==> config.mk <==
export PLATFORM = sky130hd
export DESIGN_NAME = rv_decode_stage
export DESIGN_NICKNAME = d
export VERILOG_FILES = /design/src/rtl/rv_decode_pkg.sv /design/src/rtl/rv_decode_stage_comb.sv /design/src/rtl/rv_decode_stage.sv
export SDC_FILE = /design/constraint.sdc
export NUM_CORES = 1
export LEC_CHECK = 0
export ABC_AREA = 1
export CAP_MARGIN = 20
export CORE_MARGIN = 2
export CORE_UTILIZATION = 25
export CTS_CLUSTER_SIZE = 25
export DETAILED_ROUTE_END_ITERATION = 8
export SLEW_MARGIN = 5
export SYNTH_ARGS = -nofsm -noshare
export SYNTH_HDL_FRONTEND = slang
export SYNTH_SLANG_ARGS = --single-unit
==> constraint.sdc <==
create_clock -name clk_i -period 1.9 [get_ports clk_i]
set_clock_uncertainty 0.1 [all_clocks]
set_input_delay 0.38 -clock clk_i [delete_from_list [all_inputs] [get_ports clk_i]]
set_output_delay 0.38 -clock clk_i [all_outputs]
set_load 0.01 [all_outputs]
==> src/rtl/rv_decode_pkg.sv <==
// Shared constants, decoded-bundle layout and ALU helper for the RV32I/RV64I decode stage.
package rv_decode_pkg;

    localparam int unsigned ALU_W = 4;

    localparam logic [6:0] OPC_LUI      = 7'b0110111;
    localparam logic [6:0] OPC_AUIPC    = 7'b0010111;
    localparam logic [6:0] OPC_JAL      = 7'b1101111;
    localparam logic [6:0] OPC_JALR     = 7'b1100111;
    localparam logic [6:0] OPC_BRANCH   = 7'b1100011;
    localparam logic [6:0] OPC_LOAD     = 7'b0000011;
    localparam logic [6:0] OPC_STORE    = 7'b0100011;
    localparam logic [6:0] OPC_OP_IMM   = 7'b0010011;
    localparam logic [6:0] OPC_OP       = 7'b0110011;
    localparam logic [6:0] OPC_MISC_MEM = 7'b0001111;
    localparam logic [6:0] OPC_SYSTEM   = 7'b1110011;

    localparam logic [ALU_W-1:0] ALU_ADD  = 4'd0;
    localparam logic [ALU_W-1:0] ALU_SUB  = 4'd1;
    localparam logic [ALU_W-1:0] ALU_SLL  = 4'd2;
    localparam logic [ALU_W-1:0] ALU_SLT  = 4'd3;
    localparam logic [ALU_W-1:0] ALU_SLTU = 4'd4;
    localparam logic [ALU_W-1:0] ALU_XOR  = 4'd5;
    localparam logic [ALU_W-1:0] ALU_SRL  = 4'd6;
    localparam logic [ALU_W-1:0] ALU_SRA  = 4'd7;
    localparam logic [ALU_W-1:0] ALU_OR   = 4'd8;
    localparam logic [ALU_W-1:0] ALU_AND  = 4'd9;

    localparam logic [1:0] SRC_A_RS1  = 2'd0;
    localparam logic [1:0] SRC_A_PC   = 2'd1;
    localparam logic [1:0] SRC_A_ZERO = 2'd2;
    localparam logic [1:0] SRC_B_RS2  = 2'd0;
    localparam logic [1:0] SRC_B_IMM  = 2'd1;
    localparam logic [1:0] SRC_B_FOUR = 2'd2;

    // Width-independent part of the decoded bundle; pc and imm travel alongside.
    typedef struct packed {
        logic [ALU_W-1:0] alu;
        logic [5:0]       shamt;
        logic [1:0]       src_a;
        logic [1:0]       src_b;
        logic [4:0]       rs1;
        logic [4:0]       rs2;
        logic [4:0]       rd;
        logic [2:0]       funct3;
        logic             branch;
        logic             rd_mem;
        logic             wr_mem;
        logic             wr_pc;
        logic             wr_reg;
        logic             illegal;
    } dec_t;

    localparam int unsigned DEC_W = $bits(dec_t);

    // alt selects SUB over ADD and SRA over SRL (instruction bit 30).
    function automatic logic [ALU_W-1:0] alu_from_f3(input logic [2:0] f3, input logic alt);
        logic [ALU_W-1:0] op;
        case (f3)
            3'b000:  op = alt ? ALU_SUB : ALU_ADD;
            3'b001:  op = ALU_SLL;
            3'b010:  op = ALU_SLT;
            3'b011:  op = ALU_SLTU;
            3'b100:  op = ALU_XOR;
            3'b101:  op = alt ? ALU_SRA : ALU_SRL;
            3'b110:  op = ALU_OR;
            default: op = ALU_AND;
        endcase
        return op;
    endfunction

endpackage

==> src/rtl/rv_decode_stage_comb.sv <==
// Purely combinational instruction word -> decoded bundle and sign-extended immediate.
module rv_decode_comb
    import rv_decode_pkg::*;
#(
    parameter int unsigned XLEN = 32
) (
    input  logic [31:0]      inst_i,
    output logic [DEC_W-1:0] dec_o,
    output logic [XLEN-1:0]  imm_o
);

    logic [6:0]      opcode;
    logic [2:0]      f3;
    logic [6:0]      f7;
    logic            shift_hi_bad;
    logic [XLEN-1:0] imm_i, imm_s, imm_b, imm_u, imm_j;
    dec_t            d;

    assign opcode = inst_i[6:0];
    assign f3     = inst_i[14:12];
    assign f7     = inst_i[31:25];

    assign imm_i = {{(XLEN-12){inst_i[31]}}, inst_i[31:20]};
    assign imm_s = {{(XLEN-12){inst_i[31]}}, inst_i[31:25], inst_i[11:7]};
    assign imm_b = {{(XLEN-13){inst_i[31]}}, inst_i[31], inst_i[7], inst_i[30:25], inst_i[11:8], 1'b0};
    assign imm_u = XLEN'($signed({inst_i[31:12], 12'h000}));
    assign imm_j = {{(XLEN-21){inst_i[31]}}, inst_i[31], inst_i[19:12], inst_i[20], inst_i[30:21], 1'b0};

    // Shift-immediate upper bits other than bit 30 must be zero; bit 25 is shamt[5] only on RV64.
    assign shift_hi_bad = (|{inst_i[31], inst_i[29:26]}) | ((XLEN != 64) & inst_i[25]);

    always_comb begin
        d        = '0;
        d.alu    = ALU_ADD;
        d.src_a  = SRC_A_RS1;
        d.src_b  = SRC_B_RS2;
        d.rs1    = inst_i[19:15];
        d.rs2    = inst_i[24:20];
        d.rd     = inst_i[11:7];
        d.funct3 = f3;
        d.shamt  = (XLEN == 64) ? inst_i[25:20] : {1'b0, inst_i[24:20]};
        imm_o    = imm_i;

        case (opcode)
            OPC_LUI: begin
                d.src_a = SRC_A_ZERO;  d.src_b = SRC_B_IMM;  imm_o = imm_u;  d.wr_reg = 1'b1;
            end
            OPC_AUIPC: begin
                d.src_a = SRC_A_PC;    d.src_b = SRC_B_IMM;  imm_o = imm_u;  d.wr_reg = 1'b1;
            end
            OPC_JAL: begin
                d.src_a = SRC_A_PC;    d.src_b = SRC_B_FOUR; imm_o = imm_j;
                d.wr_pc = 1'b1;        d.wr_reg = 1'b1;
            end
            OPC_JALR: begin
                d.src_a = SRC_A_PC;    d.src_b = SRC_B_FOUR;
                d.wr_pc = 1'b1;        d.wr_reg = 1'b1;
            end
            OPC_BRANCH: begin
                d.alu = ALU_SUB;       imm_o = imm_b;        d.branch = 1'b1;
            end
            OPC_LOAD: begin
                d.src_b = SRC_B_IMM;   d.rd_mem = 1'b1;      d.wr_reg = 1'b1;
            end
            OPC_STORE: begin
                d.src_b = SRC_B_IMM;   imm_o = imm_s;        d.wr_mem = 1'b1;
            end
            OPC_OP_IMM: begin
                d.src_b  = SRC_B_IMM;
                d.wr_reg = 1'b1;
                d.alu    = alu_from_f3(f3, (f3 == 3'b101) & inst_i[30]);
                if (f3 == 3'b001 && (shift_hi_bad || inst_i[30])) d.illegal = 1'b1;
                if (f3 == 3'b101 && shift_hi_bad)                 d.illegal = 1'b1;
            end
            OPC_OP: begin
                d.wr_reg = 1'b1;
                d.alu    = alu_from_f3(f3, inst_i[30]);
                if (!(f7 == 7'b0000000 ||
                      (f7 == 7'b0100000 && (f3 == 3'b000 || f3 == 3'b101))))
                    d.illegal = 1'b1;
            end
            OPC_MISC_MEM: ;
            default: d.illegal = 1'b1;
        endcase

        if (inst_i[1:0] != 2'b11) d.illegal = 1'b1;
        if (d.illegal) begin
            d.branch = 1'b0;
            d.rd_mem = 1'b0;
            d.wr_mem = 1'b0;
            d.wr_pc  = 1'b0;
            d.wr_reg = 1'b0;
        end
        if (d.rd == 5'd0) d.wr_reg = 1'b0;
        dec_o = d;
    end

endmodule

==> src/rtl/rv_decode_stage.sv <==
// Decode pipeline stage: input-side decoder, output register, optional skid slot and flush.
module rv_decode_stage
    import rv_decode_pkg::*;
#(
    parameter int unsigned XLEN     = 32,
    parameter int unsigned ALU_OP_W = 4,
    parameter int unsigned SKID     = 1
) (
    input  logic                clk_i,
    input  logic                rst_i,
    input  logic                flush_i,
    input  logic                in_valid_i,
    output logic                in_ready_o,
    input  logic [31:0]         inst_i,
    input  logic [XLEN-1:0]     pc_i,
    output logic                out_valid_o,
    input  logic                out_ready_i,
    output logic [XLEN-1:0]     out_pc_o,
    output logic [ALU_OP_W-1:0] ALUControl_o,
    output logic [XLEN-1:0]     imm_o,
    output logic [5:0]          shamt_o,
    output logic [1:0]          srcAE_o,
    output logic [1:0]          srcBE_o,
    output logic [4:0]          rs1_o,
    output logic [4:0]          rs2_o,
    output logic [4:0]          rd_o,
    output logic [2:0]          funct3_o,
    output logic                Branch_o,
    output logic                RdMem_o,
    output logic                WrMem_o,
    output logic                WrPc_o,
    output logic                WrReg_o,
    output logic                illegal_o
);

    logic [DEC_W-1:0] in_dec;
    logic [XLEN-1:0]  in_imm;

    logic             out_valid_q, out_valid_d;
    logic [XLEN-1:0]  out_pc_q,    out_pc_d;
    logic [XLEN-1:0]  out_imm_q,   out_imm_d;
    logic [DEC_W-1:0] out_dec_q,   out_dec_d;
    logic             skid_valid_q, skid_valid_d;
    logic [XLEN-1:0]  skid_pc_q,   skid_pc_d;
    logic [XLEN-1:0]  skid_imm_q,  skid_imm_d;
    logic [DEC_W-1:0] skid_dec_q,  skid_dec_d;
    dec_t             out_dec;

    rv_decode_comb #(.XLEN(XLEN)) u_comb (
        .inst_i (inst_i),
        .dec_o  (in_dec),
        .imm_o  (in_imm)
    );

    assign in_ready_o = (SKID != 0) ? ~skid_valid_q : (out_ready_i | ~out_valid_q);

    // Output register refills from the skid slot first so order is preserved.
    always_comb begin
        out_valid_d  = out_valid_q;
        out_pc_d     = out_pc_q;
        out_imm_d    = out_imm_q;
        out_dec_d    = out_dec_q;
        skid_valid_d = skid_valid_q;
        skid_pc_d    = skid_pc_q;
        skid_imm_d   = skid_imm_q;
        skid_dec_d   = skid_dec_q;

        if (flush_i) begin
            out_valid_d  = 1'b0;
            skid_valid_d = 1'b0;
        end else if (!out_valid_q || out_ready_i) begin
            if (skid_valid_q) begin
                out_valid_d  = 1'b1;
                out_pc_d     = skid_pc_q;
                out_imm_d    = skid_imm_q;
                out_dec_d    = skid_dec_q;
                skid_valid_d = 1'b0;
            end else begin
                out_valid_d = in_valid_i;
                if (in_valid_i) begin
                    out_pc_d  = pc_i;
                    out_imm_d = in_imm;
                    out_dec_d = in_dec;
                end
            end
        end else if (SKID != 0 && in_valid_i && !skid_valid_q) begin
            skid_valid_d = 1'b1;
            skid_pc_d    = pc_i;
            skid_imm_d   = in_imm;
            skid_dec_d   = in_dec;
        end
    end

    always_ff @(posedge clk_i) begin
        if (rst_i) begin
            out_valid_q  <= 1'b0;
            out_pc_q     <= '0;
            out_imm_q    <= '0;
            out_dec_q    <= '0;
            skid_valid_q <= 1'b0;
            skid_pc_q    <= '0;
            skid_imm_q   <= '0;
            skid_dec_q   <= '0;
        end else begin
            out_valid_q  <= out_valid_d;
            out_pc_q     <= out_pc_d;
            out_imm_q    <= out_imm_d;
            out_dec_q    <= out_dec_d;
            skid_valid_q <= skid_valid_d;
            skid_pc_q    <= skid_pc_d;
            skid_imm_q   <= skid_imm_d;
            skid_dec_q   <= skid_dec_d;
        end
    end

    assign out_dec      = out_dec_q;
    assign out_valid_o  = out_valid_q;
    assign out_pc_o     = out_pc_q;
    assign imm_o        = out_imm_q;
    assign ALUControl_o = ALU_OP_W'(out_dec.alu);
    assign shamt_o      = out_dec.shamt;
    assign srcAE_o      = out_dec.src_a;
    assign srcBE_o      = out_dec.src_b;
    assign rs1_o        = out_dec.rs1;
    assign rs2_o        = out_dec.rs2;
    assign rd_o         = out_dec.rd;
    assign funct3_o     = out_dec.funct3;
    assign Branch_o     = out_dec.branch;
    assign RdMem_o      = out_dec.rd_mem;
    assign WrMem_o      = out_dec.wr_mem;
    assign WrPc_o       = out_dec.wr_pc;
    assign WrReg_o      = out_dec.wr_reg;
    assign illegal_o    = out_dec.illegal;

endmodule

* After elaboration in Yosys (flattened, before gate mapping)
Cells that the tools add are included.
** Operators by class
- $add $sub $neg :: 0
- Multiply operators :: 0
- Divide/modulo/power cells :: 0
- Order comparisons :: 0
- Equal/unequal tests :: 18
- Shift-type cells :: 0
- Mux-type cells :: 29
- Bitwise logic cells :: 5
- Reduce and logical (&&, ||, !) cells :: 25
** Operator list (number)
- two-way mux 32 bit :: 4
- one-hot mux 31 bit (4 select lines) :: 1
- two-way mux 38 bit :: 2
- one-hot mux 4 bit (7 select lines) :: 2
- equality test 7 x 6 -> 1 bit, second input constant :: 4
- equality test 7 bit, second input constant :: 3
- two-way mux 1 bit :: 15
- equality test 7 x 5 -> 1 bit, second input constant :: 2
- one-hot mux 4 bit (3 select lines) :: 1
- OR reduction 5 bit :: 2
- equality test 3 bit, second input constant :: 3
- one-hot mux 2 bit (2 select lines) :: 2
- OR reduction 8 bit :: 1
- equality test 7 x 2 -> 1 bit, second input constant :: 1
- equality test 7 x 4 -> 1 bit, second input constant :: 1
- zero test 7 bit :: 1
- OR reduction 7 bit :: 1
- equality test 3 x 2 -> 1 bit, second input constant :: 2
- AND reduction 3 bit :: 2
- OR reduction 2 bit :: 3
- OR reduction 3 bit :: 2
- zero test 5 bit :: 1
- two-way mux 5 bit :: 1
- logical AND 1 bit :: 4
- 10 further kinds :: 16
** Storage, ports and cells
- Register bits after elaboration :: 205
- Latch bits :: 0
- Memory bits (writable) :: 0
- Memory bits (read-only) :: 0
- Bits of input ports :: 69
- Output and inout bits :: 104
- Word-level logic and storage cells :: 85
- Memories :: 0

* Longest topological paths before layout
- Depth after elaboration :: 12
- Depth in mapped cells :: 10
- Gate-level depth less buffers :: 10

* Hierarchy
From an unflattened synthesis, not the netlist that was laid out.
** Unflattened totals
- Cell total of the unflattened synthesis :: 1727
- Area total of the unflattened synthesis :: 10562.6 µm²
** By module, submodules not included
- rv_decode_stage :: instances 1, cells an instance 1545, area each 9638.0 µm², seq. area each 4124.0 µm²
- rv_decode_comb :: instances 1, cells an instance 182, area each 924.6 µm², seq. area each 0.0 µm²

* Worst setup path before layout
No wires, ideal clock.
- Path kind :: reg-to-reg
- Start point :: register out_valid_q, in the netlist out_valid_o
- End point :: register skid_pc_q[11]
- Setup time :: 0.128 ns
- Data arrival time :: 1.273 ns
- Data required time :: 1.672 ns
- Path slack :: 0.399 ns
- Stages on the path, launching flop included :: 8
- Path buffers :: 2
- Period minus slack after synthesis :: 1.501 ns
- Cell sequence :: dfxtp_1 -> inv_1 -> nor2_4 -> nand4_4 -> inv_2 -> buf_4 -> clkbuf_1 -> a21oi_1
** On the way
- Word-level cells in the longest chain between the ends :: 4
** RTL lines
- start, declared :: RTL line rv_decode_stage.sv:39 : logic out_valid_q, out_valid_d;
- start signal, assigned :: RTL line rv_decode_stage.sv:105 : out_valid_q <= out_valid_d;
- zero test 1 bit :: RTL line rv_decode_stage.sv:71 : end else if (!out_valid_q || out_ready_i) begin
- logical OR 1 bit :: RTL line rv_decode_stage.sv:71
- NOT 1 bit (no source line)
- AND reduction 3 bit (no source line)
- end signal, assigned :: RTL line rv_decode_stage.sv:110 : skid_pc_q <= skid_pc_d;
- end, declared :: RTL line rv_decode_stage.sv:44 : logic [XLEN-1:0] skid_pc_q, skid_pc_d;
Every way passes these cells.
A chain may end at the register's enable or synchronous reset.

* Final worst setup path
- Start point :: register out_imm_q[1], in the netlist imm_o[1]
- End point :: output imm_o[1]
** RTL lines
- start, declared :: RTL line rv_decode_stage.sv:41 : logic [XLEN-1:0] out_imm_q, out_imm_d;
- start signal, assigned :: RTL line rv_decode_stage.sv:107 : out_imm_q <= out_imm_d;
- end, declared :: RTL line rv_decode_stage.sv:20 : output logic [XLEN-1:0] imm_o,
No word-level cell between the ends.

==> flow_summary.rst <==
.. list-table::
   :header-rows: 1

   * - Metric
     - Value
   * - Vias
     - ~8000
   * - Row cnt
     - 66
   * - Kind of path behind the tightest hold check
     - reg2reg
   * - Area of the placeable core
     - roughly 32000 um^2
   * - Worst-path cell chain
     - clkdlybuf4s50_1
   * - Total Power
     - approximately 9.1 mW
   * - X dimension of the die
     - between 150 and 200 um
   * - Count of different cell masters after synthesis
     - 33
   * - Area Overhead vs Synth
     - 38.6%
   * - Effective utilization at floorplan
     - 25.3%
   * - Post-detail-place hpwl
     - 17.7 mm
   * - Average detailed-routed wire length per instance
     - 15.0 um
   * - Number of warnings printed during yosys synthesis
     - 0
   * - Source-to-sink clock delay at the later pin of the worst-skew pair
     - 440 ps
   * - Kind of cell with the highest combined delay on the critical path
     - buffers and inverters
   * - Clock sink total
     - 194
   * - Number of failing hold endpoints at the final stage
     - 0
   * - Required @ worst endpoint
     - 1420 ps
   * - Synth top area share
     - 47.3%
   * - H-Tree Depth
     - 4
   * - Tightest hold margin
     - 372 ps
   * - Antenna violation net count after detailed routing
     - 0
   * - Highest clock frequency the design can meet
     - 541 MHz
   * - Slowest stage delay, CP
     - 610 ps
   * - I/O Pins
     - 173
   * - Synthesized flop and latch total
     - 194
   * - Start-to-end type of the worst setup path
     - reg2out
   * - Number of buffers on the longest clock path
     - 2
   * - Number of buffers added by the clock tree synthesis step
     - 17
   * - Final TNS setup
     - 0 ps
   * - Commonest non-fill, non-tap cell in the layout
     - nand2_1
   * - DIE AREA
     - about 34000 um^2
   * - Proportion of synthesized chip area in sequential cells
     - 47.3%
   * - Total global routing overflow
     - 0
   * - Cell taking the most area after synthesis
     - dfxtp_1
   * - Number of buffer cells added on primary ports
     - around 170
   * - Pre-CTS setup slack
     - -294 ps
   * - Startpoint Class
     - flop
   * - Share of cells above drive strength 1
     - 9.49%
   * - Clock tree from TritonCTS
     - done
   * - Number of max-capacitance violations reported
     - 0
   * - Post-CTS setup buffers
     - 0
   * - Antenna violations before repair
     - 0
   * - Number of violations reported at the end of detailed-routing iteration 0
     - approximately 570
   * - Mean cell area of the mapped netlist
     - 7.23 um^2
   * - Count of unresolved DRC violations after routing
     - 0
   * - Number of placed instances with taps included
     - 1727
   * - Length of the first detailed-routing pass in iterations
     - 5
   * - Synthesized area
     - 8220 um^2
   * - Largest fanout of any net on the critical path
     - 2
   * - Max-Slew Margin vs Limit
     - 65.6%
   * - Die boundary height
     - roughly 190 um
   * - Main area contributors after synthesis
     - dfxtp_1 47%, o21ai_0 11%, nand2_1 8.9%
   * - Largest net degree at the start of global routing
     - 95
   * - Filler Cell Count
     - roughly 3400
   * - Crit path max-delay cell type
     - clkdlybuf4s50_1
   * - # diodes
     - 0
   * - Detailed Route WL
     - 26.5 mm
   * - Number of max-slew violations in the final report
     - 0
   * - Final critical delay including setup and external delays
     - 1850 ps
   * - Critical path buffer and inverter count
     - 1
   * - Filler-free cell count of the finished design
     - 1759
   * - First-pass GRT wire length
     - approximately 42 mm
   * - Ratio of total power to cell area
     - 799 nW/um^2
   * - Setup repair after global routing missed its margin
     - no
   * - Result of the run
     - completed
   * - Total Nets Final
     - between 1000 and 1500
   * - Final RePlAce weighted congestion
     - 0.848
   * - Actual slew at the worst max-slew pin
     - 516 ps
   * - Register clock-pin slew on the reported worst setup and hold paths
     - 80 ps
   * - Post-synthesis instance total
     - 1137
   * - Peak VDD IR
     - ~660 uV
   * - Endpoint arrival time on the critical path
     - between 1000 and 1500 ps
   * - Final worst slack
     - 50.5 ps
   * - Setup Viol. Count Final
     - 0
   * - Via count of the first global-routing pass
     - 7569
   * - Buffer cell driving the clock tree root
     - clkbuf_16
   * - Leakage dissipation
     - 4.98 nW
   * - Global Route Usage Sum
     - 15.5%
   * - Type of element capturing the critical path
     - primary output
   * - Most frequent cells in the layout
     - 195 x nand2_1, 189 x dfxtp_1, 174 x o21ai_0, 156 x clkdlybuf4s50_1, 136 x nor2_1
   * - Part of the cycle the worst path needs
     - 97.3%
   * - Total nets after synthesis
     - 1206
   * - Routed via count divided by cell count
     - 4.56
==> what timing repair did <==
action                                  4_1_cts  5_1_grt
endpoints found under the setup margin        7       20
pin swaps                                     0        1
resized for setup                             6       16
hold buffers                                  0        0
==> flip-flops by register name, summed over array words and instances (netlist names) <==
| register | count |
|---|---|
| imm_o | 32 |
| out_dec | 32 |
| out_pc_o | 32 |
| out_valid_o | 1 |
| skid_dec_q | 32 |
| skid_imm_q | 32 |
| skid_pc_q | 32 |
| skid_valid_q | 1 |
==> cell families after synthesis <==
group | after synthesis | synth area share, %
and+or+nand+nor | 366 | 18.1
other | 1 | 0.0456
buffers and inverters | 180 | 9.46
DFF | 194 | 47.3
AOI/OAI and AO/OA | 396 | 25.1
==> through the flow <==
stage	cell area [um^2]	util, %
2_1_floorplan	8220	-
3_3_place_gp	10800	33.2
3_5_place_dp	10800	33.2
4_1_cts	11400	35.0
5_1_grt	11400	35.1
6_report	11400	35.1
==> Yosys cell counts <==
cell	n
a21oi_1	131
a31oi_1	51
buf_1	2
buf_2	30
buf_4	14
buf_6	1
clkbuf_1	45
clkinv_1	1
clkinv_2	1
conb_1	1
dfxtp_1	194
inv_1	83
inv_2	2
inv_4	1
nand2_1	195
nand2_2	2
nand3_1	15
nand3_2	2
nand3_4	1
nand4_1	3
nand4_4	1
nor2_1	137
nor2_2	3
nor2_4	2
nor3_1	4
nor3_4	1
o211ai_1	2
o21ai_0	174
o21ai_1	33
o21ai_2	1
o21bai_1	1
o22ai_1	2
o31ai_1	1
==> area by class of cell <==
class / instances / area, um^2 / area share (%)
Multi-Input combinational cell: 763 / 3560 / 31.3
Clock buffer: 20 / 457 / 4.01
Tap cell: 442 / 553 / 4.86
Inverter: 88 / 339 / 2.98
Clock inverter: 12 / 109 / 0.956
Sequential cell: 194 / 3890 / 34.2
Timing Repair Buffer: 240 / 2480 / 21.8
==> final timing paths <==
kind | startpoint | endpoint | slack, ps | cells after the start
min | skid_pc_q[19]$_SDFFE_PP0P_ | out_pc_o[19]$_SDFFE_PP0P_ | 370 | 2
min reg2reg | skid_pc_q[19]$_SDFFE_PP0P_ | out_pc_o[19]$_SDFFE_PP0P_ | 370 | 2
max | imm_o[1]$_SDFFE_PP0P_ | imm_o[1] | 50 | 1
max reg2reg | out_valid_o$_SDFFE_PP0P_ | imm_o[12]$_SDFFE_PP0P_ | 380 | 8
==> layer usage <==
layer  share of wire (%)  GRT usage, %  vias up
met5                   0             0        -
li1                    -             -     4101
met2                  45          24.3      243
met4                 2.1          4.98        0
met3                 5.9          3.48       32
met1                  47          21.1     3650
==> where the power goes <==
| group | internal [mW] | switching, mW | leakage, nW |
|---|---|---|---|
| Clock | 1.80 | 1.74 | 0.277 |
| Sequential | 4.23 | 0.0960 | 1.58 |
| Combinational | 0.615 | 0.614 | 3.12 |
Power figures use the tool's default switching activity.
==> edit 1 (config.mk and constraints unchanged) <==
`ALU_OP_W`: 4 -> 6.
--- a/src/rtl/rv_decode_stage.sv
+++ b/src/rtl/rv_decode_stage.sv
@@ -5,3 +5,3 @@
     parameter int unsigned XLEN     = 32,
-    parameter int unsigned ALU_OP_W = 4,
+    parameter int unsigned ALU_OP_W = 6,
     parameter int unsigned SKID     = 1
Interface: changed (resized ALUControl_o); port bits go from 173 to 175. No check against the original RTL was run, so the function may have changed too.
==> edit 1 against the original RTL <==
- worst setup slack improved by 1.5 ps
- area after synthesis increased by 0.18%
- power increased by 0.18%
- sequential cell count unchanged
- first-iteration DRC count decreased by 3.3%
- register-to-register slack got worse by 120 ps
- sequential power about the same
- final area decreased by 0.55%
- non-clock buffer count decreased by 3
- worst hold slack got worse by 1.4 ps
- sequential share of layout area increased by 0.19 points
- routed wire length decreased by 0.19%
- largest cell class unchanged
- largest power group unchanged
==> edit 1: results (changes against the original RTL) <==
run_status:
  status: "finished, final reports clean"
clock_network:
  cts_setup_buffers: 0  # unchanged
  numCtsBuffers: 17  # unchanged
  htreeDepth: 4  # unchanged
  cts.clk_slew.worst_paths_ps: 80  # about the same
  root_buffer: "clkbuf_16"
  clk_path_buf_depth: 2  # unchanged
  worstSkewPairLatency_ps: 440  # about the same
synthesis:
  ys_warn_count: 0  # unchanged
  synthArstFlopShare_pct: 0  # unchanged
  synth_area_leaders: "dfxtp_1 47%, o21ai_0 11%, nand2_1 8.9%"
  synthTopCellsByCount: "195 x nand2_1, 194 x dfxtp_1, 174 x o21ai_0"
  synth_flop_cell: "dfxtp_1"
  yosysUniqueCellTypes: 33  # unchanged
  ys_seq_area_share_pct: 47.19  # -0.086 points
  synthCells: 1139  # +0.18%
worst_setup_path:
  max_stage_delay_ps: 600
  arrival_ps: 1370  # about the same
  crit_path_start: "imm_o[11]"
  rr_worst_depth: 5  # -3
  cp_top_family: "buffers and inverters"
  cp_slowest_cell: "clkdlybuf4s50_1"
  path_max_fanout: 2  # unchanged
  r2r-start: "skid_valid_q"
drt:
  num_vias: 8076  # +0.62%
  wl_met2_um: 11890  # -0.15%
  via_per_inst: 4.594  # +0.68%
  first_pass_iters: 5  # unchanged
  wl_met3_um: 1616  # +3.8%
  routed.top_layer: "met4"
  drtIter0Drc: 552  # -3.3%
  met1_length_um: 12410  # -0.16%
  drt-wirelength-per-cell_um: 15.02  # -0.13%
grt:
  grt_use_total_pct: 15.34  # -0.18 points
  grt_pass1_vias: 7269  # -4.0%
  antenna_found_initial: 0  # unchanged
  grt_max_degree: 89  # -6.3%
  grt_pass1_wl_um: 40850  # -1.9%
place:
  io_buffer_count: 171  # unchanged
  dp_hpwl_um: 17740  # +0.20%
  dp_slack_ps: -277.4  # +16.24 ps
  postPlaceCellArea_sq_mm: 0.01072  # -0.60%
  gp_congestion: 0.8414  # -0.75%
  dp_cells: 1726  # -0.058%
power_and_ir_drop:
  swShare_pct: 27.13  # +0.21 points
  p_leak_nw: 4.983  # about the same
  ir_drop_uv: 614.5  # -6.4%
sta:
  setup_violations: 0  # unchanged
  relSlewSlack_pct: 44.11  # -21 points
final_layout:
  synthToLayoutAreaGrowth_pct: 37.63
  diodes: 0  # unchanged
  final_nets: 1372  # -0.073%
  nFillCells: 3392  # +0.77%
  drive_gt1_share_pct: 9.271  # -0.22 points
min_path:
  min_path_cells: 2  # unchanged
  hold_start: "skid_pc_q[21]"
  hold_path_class: "reg2reg"
job:
  cap_violations: 0  # unchanged
[edit 1: path summary, 6_finish.rpt]
path | endpoint | slack, ps
min | out_pc_o[21] | 370
max | imm_o[11] | 50
max reg2reg | out_dec[27] | 260
min reg2reg | out_pc_o[21] | 370
[edit 1: area by class of cell]
| cell class | instances | area share, % |
|---|---|---|
| clock buffers | 20 | 4.032 |
| multi-input cells | 765 | 31.51 |
| clock inverters | 12 | 0.9721 |
| well taps | 442 | 4.882 |
| repair buffers | 237 | 21.21 |
| inverters | 88 | 3.027 |
| flip-flops and latches | 194 | 34.36 |
[edit 1: layer usage]
layer | vias up | track usage [%]
li1 | 4089 | -
met1 | 3718 | 21.36
met2 | 245 | 23.69
met3 | 24 | 3.146
met4 | 0 | 4.730
met5 | - | 0
[edit 1: logic make-up after synthesis]
kind of cell           synth area share (%)
and+or+nand+nor                       18.09
buffers and inverters                 9.623
other                               0.04556
DFF                                   47.19
AOI/OAI and AO/OA                     25.05
[edit 1: power groups by stage]
stage / sequential (mW) / combinational, mW / clock, mW
6_report: 4.33 / 1.21 / 3.58
5_1_grt: 4.35 / 1.34 / 3.83
4_1_cts: 4.33 / 1.23 / 3.70
3_5_place_dp: 4.42 / 1.23 / 0
3_3_place_gp: 4.42 / 1.23 / 0
2_1_floorplan: 4.47 / 0.481 / 0
[edit 1: what timing repair did]
item | CTS | global route
resized for setup | 11 | 13
endpoints found under the hold margin | 0 | 0
gates cloned | 0 | 0
setup endpoints to repair | 14 | 13
==> edit 2 (same settings) <==
Without the edit above. Take the reset off `out_imm_q` and load it in a clocked block of its own.
--- a/src/rtl/rv_decode_stage.sv
+++ b/src/rtl/rv_decode_stage.sv
@@ -97,3 +97,2 @@
             out_pc_q     <= '0;
-            out_imm_q    <= '0;
             out_dec_q    <= '0;
@@ -106,3 +105,2 @@
             out_pc_q     <= out_pc_d;
-            out_imm_q    <= out_imm_d;
             out_dec_q    <= out_dec_d;
@@ -113,2 +111,6 @@
         end
+    end
+
+    always_ff @(posedge clk_i) begin
+        out_imm_q <= out_imm_d;
     end
Function: changed (Yosys sat finds a counterexample within 4 cycles, from zero or initial values and one cycle with rst_i high).
==> edit 2 against the original RTL <==
- final area is 0.45% higher
- die area is 0.82% lower
- sequential power is 2% higher
- routed wire length is 3.1% lower
- first-iteration DRC count is 4.7% lower
- area after synthesis is 0.84% lower
- power is 0.24% higher
- worst setup slack worse by 2.0 ps
- sequential cell count stayed put
==> edit 2: results (changes against the original RTL) <==
synthesis:
  avgSynthCellArea_sq_um: 7.729  # +7.0%
  synthTopCellsByCount: "206 x nand2_1, 178 x o21ai_0, 162 x dfxtp_1"
  yosysUniqueCellTypes: 34  # +3.0%
  synth_edf_count: 32  # +32
  ys_seq_area_share_pct: 51.60  # +4.3 points
  synth_area_leaders: "dfxtp_1 40%, edfxtp_1 12%, o21ai_0 11%"
  syn-num-nets: 1123  # -6.9%
drt:
  antenna_left: 0  # unchanged
  via_per_inst: 4.532  # -0.67%
  wirelength_um: 25630  # -3.1%
  drtIter0Drc: 544  # -4.7%
  wl_met2_um: 11980  # +0.60%
  wl_met3_um: 1601  # +2.8%
  num_vias: 7705  # -4.0%
grt:
  grt_pass1_wl_um: 40250  # -3.4%
  grt_pass1_vias: 7294  # -3.6%
  grt_use_total_pct: 15.18  # -0.34 points
place:
  dp_hpwl_um: 17950  # +1.4%
  dp_slack_ps: -388.2  # -94.57 ps
  gp_congestion: 0.8082  # -4.7%
  postPlaceCellArea_sq_mm: 0.01082  # +0.30%
run_status:
  status: "finished, final reports clean"
power_and_ir_drop:
  powerClk_mw: 3.66  # +3%
  power.total_mw: 9.127  # +0.24%
  p_int_mw: 6.828  # +2.6%
  p_seq_share_pct: 48.2  # +0.6 points
  ir_drop_uv: 591.2  # -9.9%
  p_leak_nw: 4.776  # -4.2%
worst_setup_path:
  max_stage_delay_ps: 560  # -50 ps
  path_max_fanout: 1  # -1
  rrSetupSlack_ps: 340  # -40 ps
  r2r_end: "skid_imm_q[1]"
  crit_path_start: "imm_o[2]"
  crit_end: "imm_o[2]"
sta:
  relSlewSlack_pct: 57.35  # -8.2 points
  timing.final.crit_share_pct: 97.45  # +0.10 points
  whs_ps: 374.3  # +2.622 ps
min_path:
  hold_path_end: "skid_dec_q[25]"
  hold_start: "skid_dec_q[25]"
final_layout:
  drive_gt1_share_pct: 11.14  # +1.6 points
  final_nets: 1313  # -4.4%
-- edit 2: logic make-up (layout without fill, tap and decap cells) --
logic type | after synthesis | after routing | share of synthesized area [%]
other | 1 | 2 | 0.04603
AND/OR/NAND/NOR | 360 | 360 | 18.25
buffers and inverters | 171 | 374 | 8.585
flip-flops | 194 | 194 | 51.60
AO/OA/AOI/OAI | 328 | 328 | 21.52
-- edit 2: metal layers --
metal | track usage, % | up-vias
li1 | - | 3881
met5 | 0 | -
met2 | 24.93 | 196
met4 | 4.512 | 0
met1 | 19.36 | 3606
met3 | 4.228 | 22
-- edit 2: area by class of cell --
class	count	area [sq um]
fillers	3351	20850
flip-flops and latches	194	4208
multi-input cells	689	3268
repair buffers	251	2479
well taps	442	553.0
clock buffers	17	425.4
inverters	91	350.3
clock inverters	15	155.1
diodes	1	2.502
-- edit 2: timing repair --
action | CTS | global route
resized for setup | 5 | 17
setup endpoints to repair | 5 | 17
pin swaps | 0 | 1
hold buffers | 0 | 0
gates cloned | 0 | 0
